### src/rtl/image_frame_rx.sv
// Receive side of the image packet link: parses sync/header, emits
// pixels with coordinates, and verifies the trailing mod-256 checksum.
//
// Ports:
//   clk, rst      clock; asynchronous active-low reset
//   in_valid      in_data carries a stream byte this cycle
//   in_data       stream byte
//   pix_valid     pix_data/pix_col/pix_row valid this cycle
//   pix_data      pixel byte
//   pix_col       0-based column of the pixel
//   pix_row       0-based row of the pixel
//   sof/eol/eof   first pixel of frame / last of row / last of frame
//   frame_done    pulse after the checksum byte is consumed
//   chk_ok        checksum match, held until the next frame's sof
//   err_hdr       pulse when a header fails the range check
//   busy          receiver is inside a frame (not IDLE)
module image_frame_rx #(
    parameter int          MAX_WIDTH  = 346,
    parameter int          MAX_HEIGHT = 371,
    parameter logic [7:0]  SYNC_BYTE  = 8'hA5
) (
    input  logic                          clk,
    input  logic                          rst,
    input  logic                          in_valid,
    input  logic [7:0]                    in_data,
    output logic                          pix_valid,
    output logic [7:0]                    pix_data,
    output logic [$clog2(MAX_WIDTH)-1:0]  pix_col,
    output logic [$clog2(MAX_HEIGHT)-1:0] pix_row,
    output logic                          sof,
    output logic                          eol,
    output logic                          eof,
    output logic                          frame_done,
    output logic                          chk_ok,
    output logic                          err_hdr,
    output logic                          busy
);

    localparam int CW = $clog2(MAX_WIDTH);
    localparam int RW = $clog2(MAX_HEIGHT);

    typedef enum logic [1:0] {
        S_IDLE,
        S_HDR,
        S_PIX,
        S_CHK
    } state_t;

    state_t        state;
    state_t        state_d;

    logic [1:0]    hdr_idx;
    logic [15:0]   w;
    logic [15:0]   h;
    logic [CW-1:0] col;
    logic [RW-1:0] row;
    logic [7:0]    acc;

    logic [15:0]   h_full;
    logic          hdr_bad;
    logic          last_col;
    logic          last_row;

    logic          pix_valid_d;
    logic [7:0]    pix_data_d;
    logic [CW-1:0] pix_col_d;
    logic [RW-1:0] pix_row_d;
    logic          sof_d;
    logic          eol_d;
    logic          eof_d;
    logic          frame_done_d;
    logic          chk_ok_d;
    logic          err_hdr_d;

    // The 4th header byte is still on in_data when the range check runs.
    assign h_full  = {in_data, h[7:0]};
    assign hdr_bad = (w == 16'd0) || (h_full == 16'd0) ||
                     (w > 16'(MAX_WIDTH)) ||
                     (h_full > 16'(MAX_HEIGHT));

    assign last_col = (16'(col) == w - 16'd1);
    assign last_row = (16'(row) == h - 16'd1);

    assign busy = (state != S_IDLE);

    // State register
    always_ff @(posedge clk or negedge rst) begin
        if (!rst) begin
            state <= S_IDLE;
        end else begin
            state <= state_d;
        end
    end

    // Next-state logic
    always_comb begin
        state_d = state;
        if (in_valid) begin
            unique case (state)
                S_IDLE: begin
                    if (in_data == SYNC_BYTE) begin
                        state_d = S_HDR;
                    end
                end
                S_HDR: begin
                    if (hdr_idx == 2'd3) begin
                        state_d = hdr_bad ? S_IDLE : S_PIX;
                    end
                end
                S_PIX: begin
                    if (last_col && last_row) begin
                        state_d = S_CHK;
                    end
                end
                S_CHK: begin
                    state_d = S_IDLE;
                end
            endcase
        end
    end

    // Output logic (next values of the registered outputs)
    always_comb begin
        pix_valid_d  = 1'b0;
        pix_data_d   = pix_data;
        pix_col_d    = pix_col;
        pix_row_d    = pix_row;
        sof_d        = 1'b0;
        eol_d        = 1'b0;
        eof_d        = 1'b0;
        frame_done_d = 1'b0;
        chk_ok_d     = chk_ok;
        err_hdr_d    = 1'b0;
        if (in_valid) begin
            unique case (state)
                S_IDLE: begin
                end
                S_HDR: begin
                    if (hdr_idx == 2'd3 && hdr_bad) begin
                        err_hdr_d = 1'b1;
                    end
                end
                S_PIX: begin
                    pix_valid_d = 1'b1;
                    pix_data_d  = in_data;
                    pix_col_d   = col;
                    pix_row_d   = row;
                    sof_d       = (col == '0) && (row == '0);
                    eol_d       = last_col;
                    eof_d       = last_col && last_row;
                    // Previous frame's result is retired at the new sof.
                    if ((col == '0) && (row == '0)) begin
                        chk_ok_d = 1'b0;
                    end
                end
                S_CHK: begin
                    frame_done_d = 1'b1;
                    chk_ok_d     = (in_data == acc);
                end
            endcase
        end
    end

    // Output registers
    always_ff @(posedge clk or negedge rst) begin
        if (!rst) begin
            pix_valid  <= 1'b0;
            pix_data   <= '0;
            pix_col    <= '0;
            pix_row    <= '0;
            sof        <= 1'b0;
            eol        <= 1'b0;
            eof        <= 1'b0;
            frame_done <= 1'b0;
            chk_ok     <= 1'b0;
            err_hdr    <= 1'b0;
        end else begin
            pix_valid  <= pix_valid_d;
            pix_data   <= pix_data_d;
            pix_col    <= pix_col_d;
            pix_row    <= pix_row_d;
            sof        <= sof_d;
            eol        <= eol_d;
            eof        <= eof_d;
            frame_done <= frame_done_d;
            chk_ok     <= chk_ok_d;
            err_hdr    <= err_hdr_d;
        end
    end

    // Header capture, pixel coordinates and checksum accumulator
    always_ff @(posedge clk or negedge rst) begin
        if (!rst) begin
            hdr_idx <= '0;
            w       <= '0;
            h       <= '0;
            col     <= '0;
            row     <= '0;
            acc     <= '0;
        end else if (in_valid) begin
            unique case (state)
                S_IDLE: begin
                    hdr_idx <= '0;
                end
                S_HDR: begin
                    hdr_idx <= hdr_idx + 2'd1;
                    unique case (hdr_idx)
                        2'd0: w[7:0]  <= in_data;
                        2'd1: w[15:8] <= in_data;
                        2'd2: h[7:0]  <= in_data;
                        2'd3: begin
                            h[15:8] <= in_data;
                            col     <= '0;
                            row     <= '0;
                            acc     <= '0;
                        end
                    endcase
                end
                S_PIX: begin
                    acc <= acc + in_data;
                    if (last_col) begin
                        col <= '0;
                        row <= row + RW'(1);
                    end else begin
                        col <= col + CW'(1);
                    end
                end
                S_CHK: begin
                end
            endcase
        end
    end

endmodule

### config.mk
export PLATFORM = sky130hd
export DESIGN_NAME = image_frame_rx
export DESIGN_NICKNAME = d
export VERILOG_FILES = /design/src/rtl/image_frame_rx.sv
export SDC_FILE = /design/constraint.sdc
export NUM_CORES = 1
export LEC_CHECK = 0
export ABC_AREA = 1
export BUFFER_PORTS_ARGS = -buffer_cell sky130_fd_sc_hd__buf_2
export CORE_UTILIZATION = 50
export DETAILED_ROUTE_END_ITERATION = 10
export GPL_ROUTABILITY_DRIVEN = 1
export PLACE_DENSITY = 0.69
export SYNTH_ARGS = -nofsm -noshare
export SYNTH_HDL_FRONTEND = slang
export SYNTH_SLANG_ARGS = --single-unit
### constraint.sdc
create_clock -name clk -period 3.2 [get_ports clk]
set_input_delay 0.32 -clock clk [delete_from_list [all_inputs] [get_ports clk]]
set_output_delay 0.32 -clock clk [all_outputs]
set_load 0.1 [all_outputs]
==> results of run 1 <==
-- path summary, 6_finish.rpt --
kind                                    startpoint                       to  slack (ps)
min in group clk                        in_data[0]         h[8]$_DFFE_PN0P_         220
min                                            rst   pix_col[6]$_DFFE_PN0P_         -30
max in group asynchronous                      rst                async pin        2460
max reg2reg                       w[0]$_DFFE_PN0P_       row[0]$_DFFE_PN0P_         840
min reg2reg                pix_data[7]$_DFFE_PN0P_  pix_data[7]$_DFFE_PN0P_         490
max                               w[0]$_DFFE_PN0P_       row[0]$_DFFE_PN0P_         840
-- state kept, by name, indices dropped and copies added (netlist names), named ones only --
| signal | flops |
|---|---|
| pix_col | 9 |
| pix_valid | 1 |
| acc | 8 |
| h | 16 |
| eof | 1 |
| sof | 1 |
| pix_row | 9 |
| eol | 1 |
| chk_ok | 1 |
| err_hdr | 1 |
| w | 16 |
| col | 9 |
| pix_data | 8 |
| hdr_idx | 2 |
| state | 1 |
| row | 9 |
| frame_done | 1 |
-- cells in the final DEF (no fill, tap or decap), types with 2 or more instances in the layout --
cell type  instances
nand2_1          199
dfrtp_1           95
nor2_1            86
o21ai_0           74
inv_1             72
buf_2             43
nand3_1           41
xor2_1            22
ha_1              19
clkbuf_8          10
nor3_1             9
o22ai_1            8
nand4_1            7
nor4_1             7
nand3b_1           6
buf_4              6
xnor2_1            5
nor2_4             5
inv_2              4
nand2_4            3
a21oi_1            3
o21ai_1            3
nor2_2             3
clkinv_1           2
a31oi_1            2
a22o_1             2
nand3_2            2
nand2b_1           2
clkinv_4           2
clkbuf_1           2
-- cell type report --
cell class                      count  area [um2]  share of cell area
Clock inverter                      4        55.1             0.00922
Multi-Input combinational cell    519        2670               0.447
Clock buffer                       12         145              0.0243
Inverter                           78         293              0.0491
Tap cell                          136         170              0.0285
Timing Repair Buffer               49         260              0.0436
Sequential cell                    95        2380               0.398
-- cell usage after synthesis, types with 3 or more instances --
library cell,count
nand2_1,199
xnor2_1,5
nand3_1,41
nand4_1,7
o21ai_0,74
clkbuf_1,11
nor3_1,9
o22ai_1,8
inv_1,72
o21ai_1,3
nor2_1,86
nor4_1,7
dfrtp_1,95
nand2_4,3
a21oi_1,3
ha_1,19
xor2_1,22
nor2_2,3
nor2_4,5
inv_2,4
nand3b_1,6
-- metrics by stage --
step                setup WS, ps  cell area [um2]
floorplan                   1210             5390
global placement            1050             5770
detailed placement           921             5770
CTS                          863             5970
global route                 664             5970
finish                       841             5970
-- power breakdown --
part	switching, uW	internal [uW]	total [uW]	leakage [uW]
registers	289	1430	1720	0.00128
clock network	432	386	819	0.0000968
logic	1230	605	1830	0.00163
total	1950	2420	4370	0.00301
-- per-layer routing --
layer	vias to the layer above	GRT usage	wire length [um]
met2	151	0.400	6080
met1	2216	0.366	6250
li1	2367	-	-
met4	0	0.106	348
met5	-	0	0
met3	31	0.0489	762
-- cell families (layout without fill, tap and decap cells) --
family / Yosys count / count (layout) / synth area share
compound gates: 97 / 97 / 0.0967
flops: 95 / 95 / 0.441
xor+xnor: 27 / 27 / 0.0438
simple gates: 375 / 375 / 0.306
buf+inv: 92 / 143 / 0.0647
fa+ha+maj: 20 / 20 / 0.0478
==> results.txt, run 1 <==
* Outcome: complete, but fails checks
- Violations in the final reports: hold timing
- Post-CTS repair changed the size of 0 cells.
- Slew of the pin with the lowest slew margin: 715 ps
* Via Count: approximately 4800
* Global placer's final weighted congestion: 0.972
* Final Hold Viols: 17
- Delay of the slowest critical-path stage: ~410 ps
- At the end of the flow the core is filled with cells to 0.576.
* Cell count of the worst reg-to-reg path: 15
- By area the synthesized netlist is led by dfrtp_1, nand2_1, o21ai_0.
- Data arrival at the endpoint of the critical path: roughly 2600 ps
* Total wire length after detailed routing: approximately 13 mm
- Data on the critical path is required at its endpoint by ~3500 ps.
- Clock tree root driver cell: clkbuf_8
- DRC Markers: 0
- Of the cells placed in the final design, the portion with a size suffix greater than 1 is 0.112.
- Category of the worst setup path launch point: flip-flop
* Max Fanout on Critical Path: 10
* Initial DRC count: between 200 and 300
- After routing, the total negative slack on setup checks comes to 0 ps.
- Pwr Density: around 730 nW/um2
- For this design, the sink count on the clock tree is 95.
- The detail route stage leaves a number of antenna-violating nets equal to 0.
* Top cell type's share of synthesized area: 0.441
* CP cell instances: inv_1 > ha_1 > nand2_4 > nor2_4 > nand2_1 > nand2_1 > nand3_1 > nor2_1 > nand3_2 > nor2_4 > nand2_4 > nand2_8 > nand2_4 > nand2_1 > nand2_1
* Wire length of the first global-routing pass: around 22 mm
- The number of antenna violations at the first check in global routing came to 0.
- Mapped Nets: between 700 and 800
- Sequential element share of the synthesized area: 0.441
* Post-synthesis async set-or-reset flop share: 1.00
- Maximum count of clock buffers along a single path: 2
* Worst-case clock skew: ~12 ps
* Number of cells on the critical path: 15
* Count of unique library cells instantiated by Yosys: 39
- Static leakage: ~0.003 uW
* H-tree depth: 3
* Area Growth Syn to Fin: 10.6%
* Via count of the first global-routing pass: roughly 4600
* Die area: around 11000 um2
- Per-instance average area after synthesis: around 7.6 um2
- The min-delay analysis places its worst path in the category in -> async.
- The total area inside the core boundary comes to between 10000 and 15000 um2.
* Sort of element at the end of the critical path: flip-flop
* Vertical extent of the die: roughly 110 um
* Headroom to the max-slew limit: 0.523
- The die is roughly 110 um wide.
- Counting both buffers and inverters, the worst setup path holds a total of 1.
- Filler Cells Inserted: approximately 990
* Gr usage total: 0.262
- Avg Vias per Cell: 5.34
- Top FF cell, synth: dfrtp_1
* Wire length per cell: between 15 and 20 um
- Max-Cap Viols: 0
* Placed Cells incl. Taps: approximately 880
- Worst hold margin: -27.1 ps
- Entering global routing, the biggest net connects 58 pins.
- Yosys top cell by area: dfrtp_1
- Summed over all layers, the global routing overflow is 0.
* Final min period: between 2000 and 2500 ps
- The slowest stage of the critical path belongs to the cell dfrtp_1.
- Synthesized netlist cell count: ~710
- Total of warnings raised by yosys: 0
* Max-slew violation count: 0
* Clock insertion delay at the later pin of the skew report: approximately 380 ps
- TritonCTS built the clock tree.
* Number of flops mapped to enable cells by yosys: 0
- Total power consumption of the routed design: around 4400 uW
- The cell area that synthesis handed to floorplanning was between 5000 and 6000 um2.
- Clock Pin Slew Worst Setup and Hold Paths: approximately 100 ps
* Most used cell along the critical path: nand2_1
* Site row count: 37
- The synthesized design contains 95 register bits.
- Count of boundary I/O pins: 45
- Kind of critical path: reg -> reg
- The worst-case IR drop observed on VDD is between 0.2 and 0.3 mV.
* Final Net Count: roughly 780
* Port bufs: 44
- Portion of the clock cycle consumed by the worst path in the final layout: 0.737
- For this run, the top clock speed supported by timing is between 400 and 500 MHz.
- Setup repair after global routing left no endpoint under its margin.
- Detailed placement ended at an HPWL of 10.0 mm.
- Number of detailed-routing iterations run before antenna repair: 5
* Count of hold-fix buffers inserted at cts: 0
- The finished layout holds between 800 and 900 standard cells, fillers aside.
- The number of setup buffers added after CTS is 0.
- Number of buffers created by CTS: 9
- Broken down by cell family, the worst path's largest delay share belongs to simple AND/OR/NAND/NOR gates.
- The repair_antennas step left the layout with diodes totalling 0.
* Final Setup Violations: 0
- The initial utilization of the core area, before any placement, comes to 0.520.
No activity file was read; power rests on OpenSTA's default activity.
==> run 2, diff against run 1 <==
- PLACE_DENSITY: 0.69 -> 0.71
- clock period: 3.2 -> 2.1 ns (I/O delays scaled with it)
==> run 2 against run 1 <==
  * The flow now finishes without violations
  * Power grew 63%
  * Largest power group unchanged
  * First-iteration DRC count up 66%
  * Combinational power is 75% higher
  * Worst hold slack gained 150 ps
  * Cell count rose by 2.5%
  * Sequential share of layout area is 1.7 points lower
  * Clock power is 56% higher
  * Maximum frequency up 14%
  * Register-to-register slack lost 800 ps
  * Critical path depth is 4 lower
  * Sequential power rose by 53%
==> results.txt, run 2 (same netlist as run 1, synthesis figures left out) <==
- The run finished with clean final reports.
* Static leakage: 0.00312 uW
- Clock insertion delay at the later pin of the skew report: ~360 ps
- Wire length of the first global-routing pass: between 20 and 25 mm
- Pin count of the biggest net entering global routing: 63
- Slew of the pin with the lowest slew margin: about 500 ps
- Net load switching power: between 3000 and 4000 uW
- Initial DRC count: 446
* Site row count: 37
- Setup violations remaining at the end of the flow were counted as 0.
- GRT Residual Overflow: 0
* Part of the total power dissipated in the clock network: 0.179
* Hold Startpoint: in_data[0]
* Registers with the highest flip-flop counts: h x16, w x16
* Clock Pin Slew Worst Setup and Hold Paths: around 90 ps
- CTS saw 95 sinks.
- In this run the critical register-to-register path is launched from w[0]$_DFFE_PN0P_.
- For this run, design rule violations remaining after detail routing come to 0.
- The number of antenna violations at the first check in global routing came to 0.
- Total wire length after detailed routing: 13.6 mm
- Placed Cells incl. Taps: around 890
- From bottom edge to top edge, the die measures around 110 um.
- The number of antenna diodes in the final layout is 0.
* Clock tree root driver cell: clkbuf_8
* Top library cells by usage in the layout, fill and taps aside: nand2_1, dfrtp_1, nor2_1
- H-tree depth: 3
* Hold Path Sink: h[8]$_DFFE_PN0P_
- Area Growth Syn to Fin: 15.9%
* Antenna violation net count after detailed routing: 0
* Endpoint of the worst-slack reg-to-reg timing path: col[5]$_DFFE_PN0P_
* Core area: 10400 um2
- For this design the ratio of total power to cell area is between 1000 and 1500 nW/um2.
- Wire length per cell: 14.8 um
* Sort of element at the end of the critical path: flip-flop
- Max Fanout on Critical Path: 8
* Data arrival at the endpoint of the critical path: approximately 2300 ps
- Based on the critical path, the design can be clocked at up to around 480 MHz.
* HPWL reported at the end of detailed placement: around 10 mm
- Final Net Count: 805
- TritonCTS clock tree: built
* Port bufs: 44
* Switching Fraction: 0.435
* Min setup slack post-route: approximately 36 ps
* Portion of the clock cycle consumed by the worst path in the final layout: 0.983
- Most common library cell in the layout ignoring fill and taps: nand2_1
* Category of the worst setup path launch point: flip-flop
- Of the cells placed in the final design, the portion with a size suffix greater than 1 is 0.168.
* Class of the tightest hold or removal check: in -> reg
- Count of boundary I/O pins: 45
- Setup repair after global routing missed its margin: true
- Timing analysis after detailed placement gives a worst setup slack of between 20 and 25 ps.
- Number of buffers created by CTS: 9
- Maximum vdd drop: around 0.45 mV
- Final Hold Viols: 0
- Max-slew violation count: 0
* Kind of critical path: reg -> reg
- The initial utilization of the core area, before any placement, comes to 0.520.
- The number of global-route vias before repair was between 4000 and 5000.
* Internal: around 4000 uW
- On the final layout, the worst clock skew is between 10 and 15 ps.
* Depth of the worst hold-timing path: 3
- Die extent in x: roughly 110 um
* Maximum count of clock buffers along a single path: 2
- The pre-antenna-repair detailed-routing pass consisted of 6 iterations.
* Die area: roughly 11000 um2
* Flop2flop setup slack: roughly 36 ps
- Final min period: just over 2000 ps
- Max-Cap Viols: 0
* Relative contribution of combinational cells to total power: 0.451
- Required time of the worst setup path: about 2300 ps
* Avg Vias per Cell: 5.28
- For this run, the total global-route usage over all layers was measured as 0.255.
- Leaving out filler cells and counting taps, the final layout contains 915.
- Via Count: between 4000 and 5000
- Measured in cells, the most critical reg-to-reg path has a length of 11.
* Part of the power in registers: 0.370
* Headroom to the max-slew limit: 0.658
- At the end of routability-driven placement, the weighted congestion stood at 0.927.
[run 2: cell types whose count changed in the layout (fill, tap and decap cells not counted), sizes merged]
| cell | previous run | this run |
|---|---|---|
| dlygate4sd3 | 0 | 1 |
| clkbuf | 12 | 13 |
| nand2 | 204 | 205 |
| buf | 49 | 69 |
| clkinvlp | 1 | 0 |
[run 2: power by group through the flow]
stage | logic [uW] | registers, uW | clock network [uW]
global route | 3620 | 2690 | 1380
finish | 3210 | 2640 | 1280
floorplan | 2140 | 2600 | 0
CTS | 2950 | 2580 | 1310
detailed placement | 2930 | 2610 | 0
global placement | 2850 | 2600 | 0
[run 2: timing repair]
item | in CTS | in global routing
setup endpoints to repair | 0 | 21
hold buffers | 1 | 0
endpoints found under the hold margin | 33 | 0
buffers inserted | 0 | 5
gates resized for setup | 0 | 30
[run 2: routing by layer]
metal  up-vias  global-route usage  routed length [um]
met5         -                   0                   0
met1      2259               0.356                6460
met3        24              0.0433                 689
li1       2407                   -                   -
met2       142               0.405                6190
met4         0              0.0823                 246
[run 2: worst max-delay path, stage by stage (launching register included)]
cell	delay, ps
dfrtp_1	390
inv_2	60
ha_4	170
nand2_4	90
buf_4	120
nand2_1	60
nand3_1	70
nand3_1	70
nor2_1	210
nand3_4	130
o21ai_2	390
o22ai_1	150
[run 2: area by class of cell]
class	count	area [um2]
Fill cell	949	4120
Multi-Input combinational cell	520	2760
Sequential cell	95	2380
Timing Repair Buffer	70	433
Inverter	78	293
Tap cell	136	170
Clock buffer	13	169
Clock inverter	3	40.0
[run 2: through the flow]
stage / power [uW] / cell area, um2 / TNS [ps] / hold WS [ps] / utilization
after floorplan: 4740 / 5390 / 0 / -85.6 / -
after global placement: 5450 / 5890 / 0 / 178 / 0.568
after detailed placement: 5550 / 5890 / 0 / 183 / 0.568
after CTS: 6840 / 6110 / 0 / 108 / 0.589
after global routing: 7690 / 6250 / -1150 / 124 / 0.603
final: 7130 / 6250 / 0 / 121 / 0.603
[run 2: worst max path at each step]
stage,start,slack (ps),to
5_1_grt,w[7]$_DFFE_PN0P_,-80,col[7]$_DFFE_PN0P_
6_report,w[0]$_DFFE_PN0P_,40,col[5]$_DFFE_PN0P_
3_3_place_gp,w[0]$_DFFE_PN0P_,90,row[3]$_DFFE_PN0P_
4_1_cts,w[0]$_DFFE_PN0P_,2,row[0]$_DFFE_PN0P_
2_1_floorplan,w[0]$_DFFE_PN0P_,110,row[4]$_DFFE_PN0P_
3_5_place_dp,w[0]$_DFFE_PN0P_,20,row[0]$_DFFE_PN0P_
==> run 3, diff against run 2 <==
- PLACE_DENSITY: 0.71 -> 0.77
==> run 3 against run 2 <==
  * First-iteration DRC count down 25%
  * Clock-buffer cell count is 2 lower
  * Design area increased by 0.22%
  * Critical path depth is 3 higher
  * Register-to-register slack hardly changed
  * Critical path type unchanged
  * Largest power group unchanged
==> results.txt, run 3 (same netlist as run 1, synthesis figures left out) <==
- The flow ran to the end, and the final reports show no timing, DRC or antenna violations.
* Headroom to the max-slew limit: 0.579
- Met2 global-route usage: 0.408
- Clock Pin Slew Worst Setup and Hold Paths: around 90 ps
- The tightest min-delay check is of the in -> reg type.
* Pin count of the biggest net entering global routing: between 50 and 60
- Core occupancy in the finished layout: 0.604
- Along the worst path, the maximum fanout reaches 6.
- TritonCTS built the clock tree.
* Final Net Count: 802
- Inserted Diodes: 0
- Dividing the detail-routed wire length by the instance count gives about 15 um.
- Input and output buffers added on the ports amount to 44.
- Maximum vdd drop: around 0.57 mV
- Antenna violation net count after detailed routing: 0
* Static leakage: a little over 0.003 uW
- From synthesis to final layout, the design area changed by 16.2%.
- Worst-case clock skew: ~9.0 ps
* Kind of critical path: reg -> reg
* Initial DRC count: about 330
- Sort of element at the end of the critical path: flip-flop
* Vertical extent of the die: 106 um
- Avg Vias per Cell: 5.39
* Top library cells by usage in the layout, fill and taps aside: nand2_1, dfrtp_1, nor2_1
- The total overflow left after global routing is 0.
* Routing layer with the top usage in global route: met2
- For this run, the total global-route usage over all layers was measured as 0.256.
- Clock insertion delay at the later pin of the skew report: around 360 ps
- Final instance count without filler cells: 911
- Site row count: 37
- Most common library cell in the layout ignoring fill and taps: nand2_1
- STA classifies the critical path startpoint as a flip-flop.
* Routing usage on met1: 0.358
- Die extent in x: approximately 110 um
- Core area: between 10000 and 15000 um2
* Total wire length after detailed routing: 13.7 mm
* Placed Cells incl. Taps: 890
* Registers with the highest flip-flop counts: h x16, w x16
- Via Count: 4911
* Maximum count of clock buffers along a single path: 2
- At the end of routability-driven placement, the weighted congestion stood at approximately 0.91.
- Setup TNS: 0 ps
- Final Setup Violations: 0
* DRC Markers: 0
* Pwr Density: ~1100 nW/um2
- At the worst endpoint, the arrival time is about 2300 ps.
* Clock tree root driver cell: clkbuf_8
- Detailed placement finished with a half-perimeter wire length of between 9 and 10 mm.
* Final min period: about 2100 ps
- Starting Density: 0.520
* Number of antenna violations at the first check in global routing: 0
- Max-Cap Viols: 0
* Wire length of the first global-routing pass: roughly 22 mm
- In the final layout, the share of cells above drive strength 1 is 0.172.
* Die area: 11200 um2
* Max-slew violation count: 0
- The clock tree synthesis step divided the H-tree into 3 levels.
- Static timing analysis puts the maximum clock frequency at 482 MHz.
- Number of detailed-routing iterations run before antenna repair: 7
- Clk sink count: 95
- Of the available clock period, the critical path in the final layout requires 0.988.
* Required time of the worst setup path: approximately 2400 ps
- Buffers inserted during clock tree synthesis total 9.
- Met3 capacity usage during global routing: 0.0346
* Slew of the pin with the lowest slew margin: roughly 630 ps
* Setup repair after global routing missed its margin: true
* Final Hold Viols: 0
* Via count of the first global-routing pass: roughly 4500
- Count of boundary I/O pins: between 40 and 50
-- run 3: worst paths after layout --
kind / slack, ps / depth (start not counted) / start / end
setup / recovery: 30 / 14 / w[6]$_DFFE_PN0P_ / row[7]$_DFFE_PN0P_
hold / removal: 140 / 3 / in_data[2] / h[10]$_DFFE_PN0P_
setup reg to reg: 30 / 14 / w[6]$_DFFE_PN0P_ / row[7]$_DFFE_PN0P_
hold reg to reg: 480 / 2 / pix_col[2]$_DFFE_PN0P_ / pix_col[2]$_DFFE_PN0P_
max in group asynchronous: 1020 / 3 / rst / pix_col[0]$_DFFE_PN0P_
min in group asynchronous: 400 / 2 / rst / h[13]$_DFFE_PN0P_
-- run 3: layout make-up --
class | count | area, um2
sequential | 95 | 2380
inverter | 78 | 293
fill | 922 | 4100
clock inverter | 4 | 45.0
multi-input combinational | 521 | 2810
clock buffer | 11 | 151
timing repair buffer | 66 | 419
tap | 136 | 170
-- run 3: report_power, final --
part,switching (uW),internal [uW],leakage [uW],total (uW)
combinational,2030,1150,0.00174,3180
clock,630,604,0.000105,1230
sequential,474,2180,0.00128,2660
total,3130,3940,0.00312,7070
-- run 3: critical path, stage by stage (launching register included) --
cell,delay [ps]
dfrtp_1,470
nor2_1,190
nand2_1,90
nor2_1,160
nand2_1,70
nand2_1,80
nand3_2,60
nor2_2,100
nand3_2,160
nor2_4,190
nand2_4,100
nand2_8,120
nand2_8,70
nand2_1,70
nand2_1,50
-- run 3: stage by stage --
stage	hold slack, ps	instance area, um2	power, uW	setup slack [ps]
final	137	6270	7070	25.4
after global routing	163	6270	7620	-106
after CTS	138	6100	6720	6.05
after detailed placement	279	5890	5480	2.56
after global placement	271	5890	5370	45.9
after floorplan	-85.6	5390	4740	110
-- run 3: metal layers --
layer / up-vias / routed length [um]
li1: 2399 / -
met1: 2303 / 6160
met2: 181 / 6420
met3: 28 / 865
met4: 0 / 276
met5: - / 0
-- run 3: what timing repair did --
action | 4_1_cts | 5_1_grt
endpoints found under the setup margin | 10 | 20
setup buffers | 0 | 3
hold endpoints to repair | 48 | 0
hold buffers | 1 | 0
gates resized for setup | 1 | 37
cloned | 0 | 2
pin swaps | 0 | 3
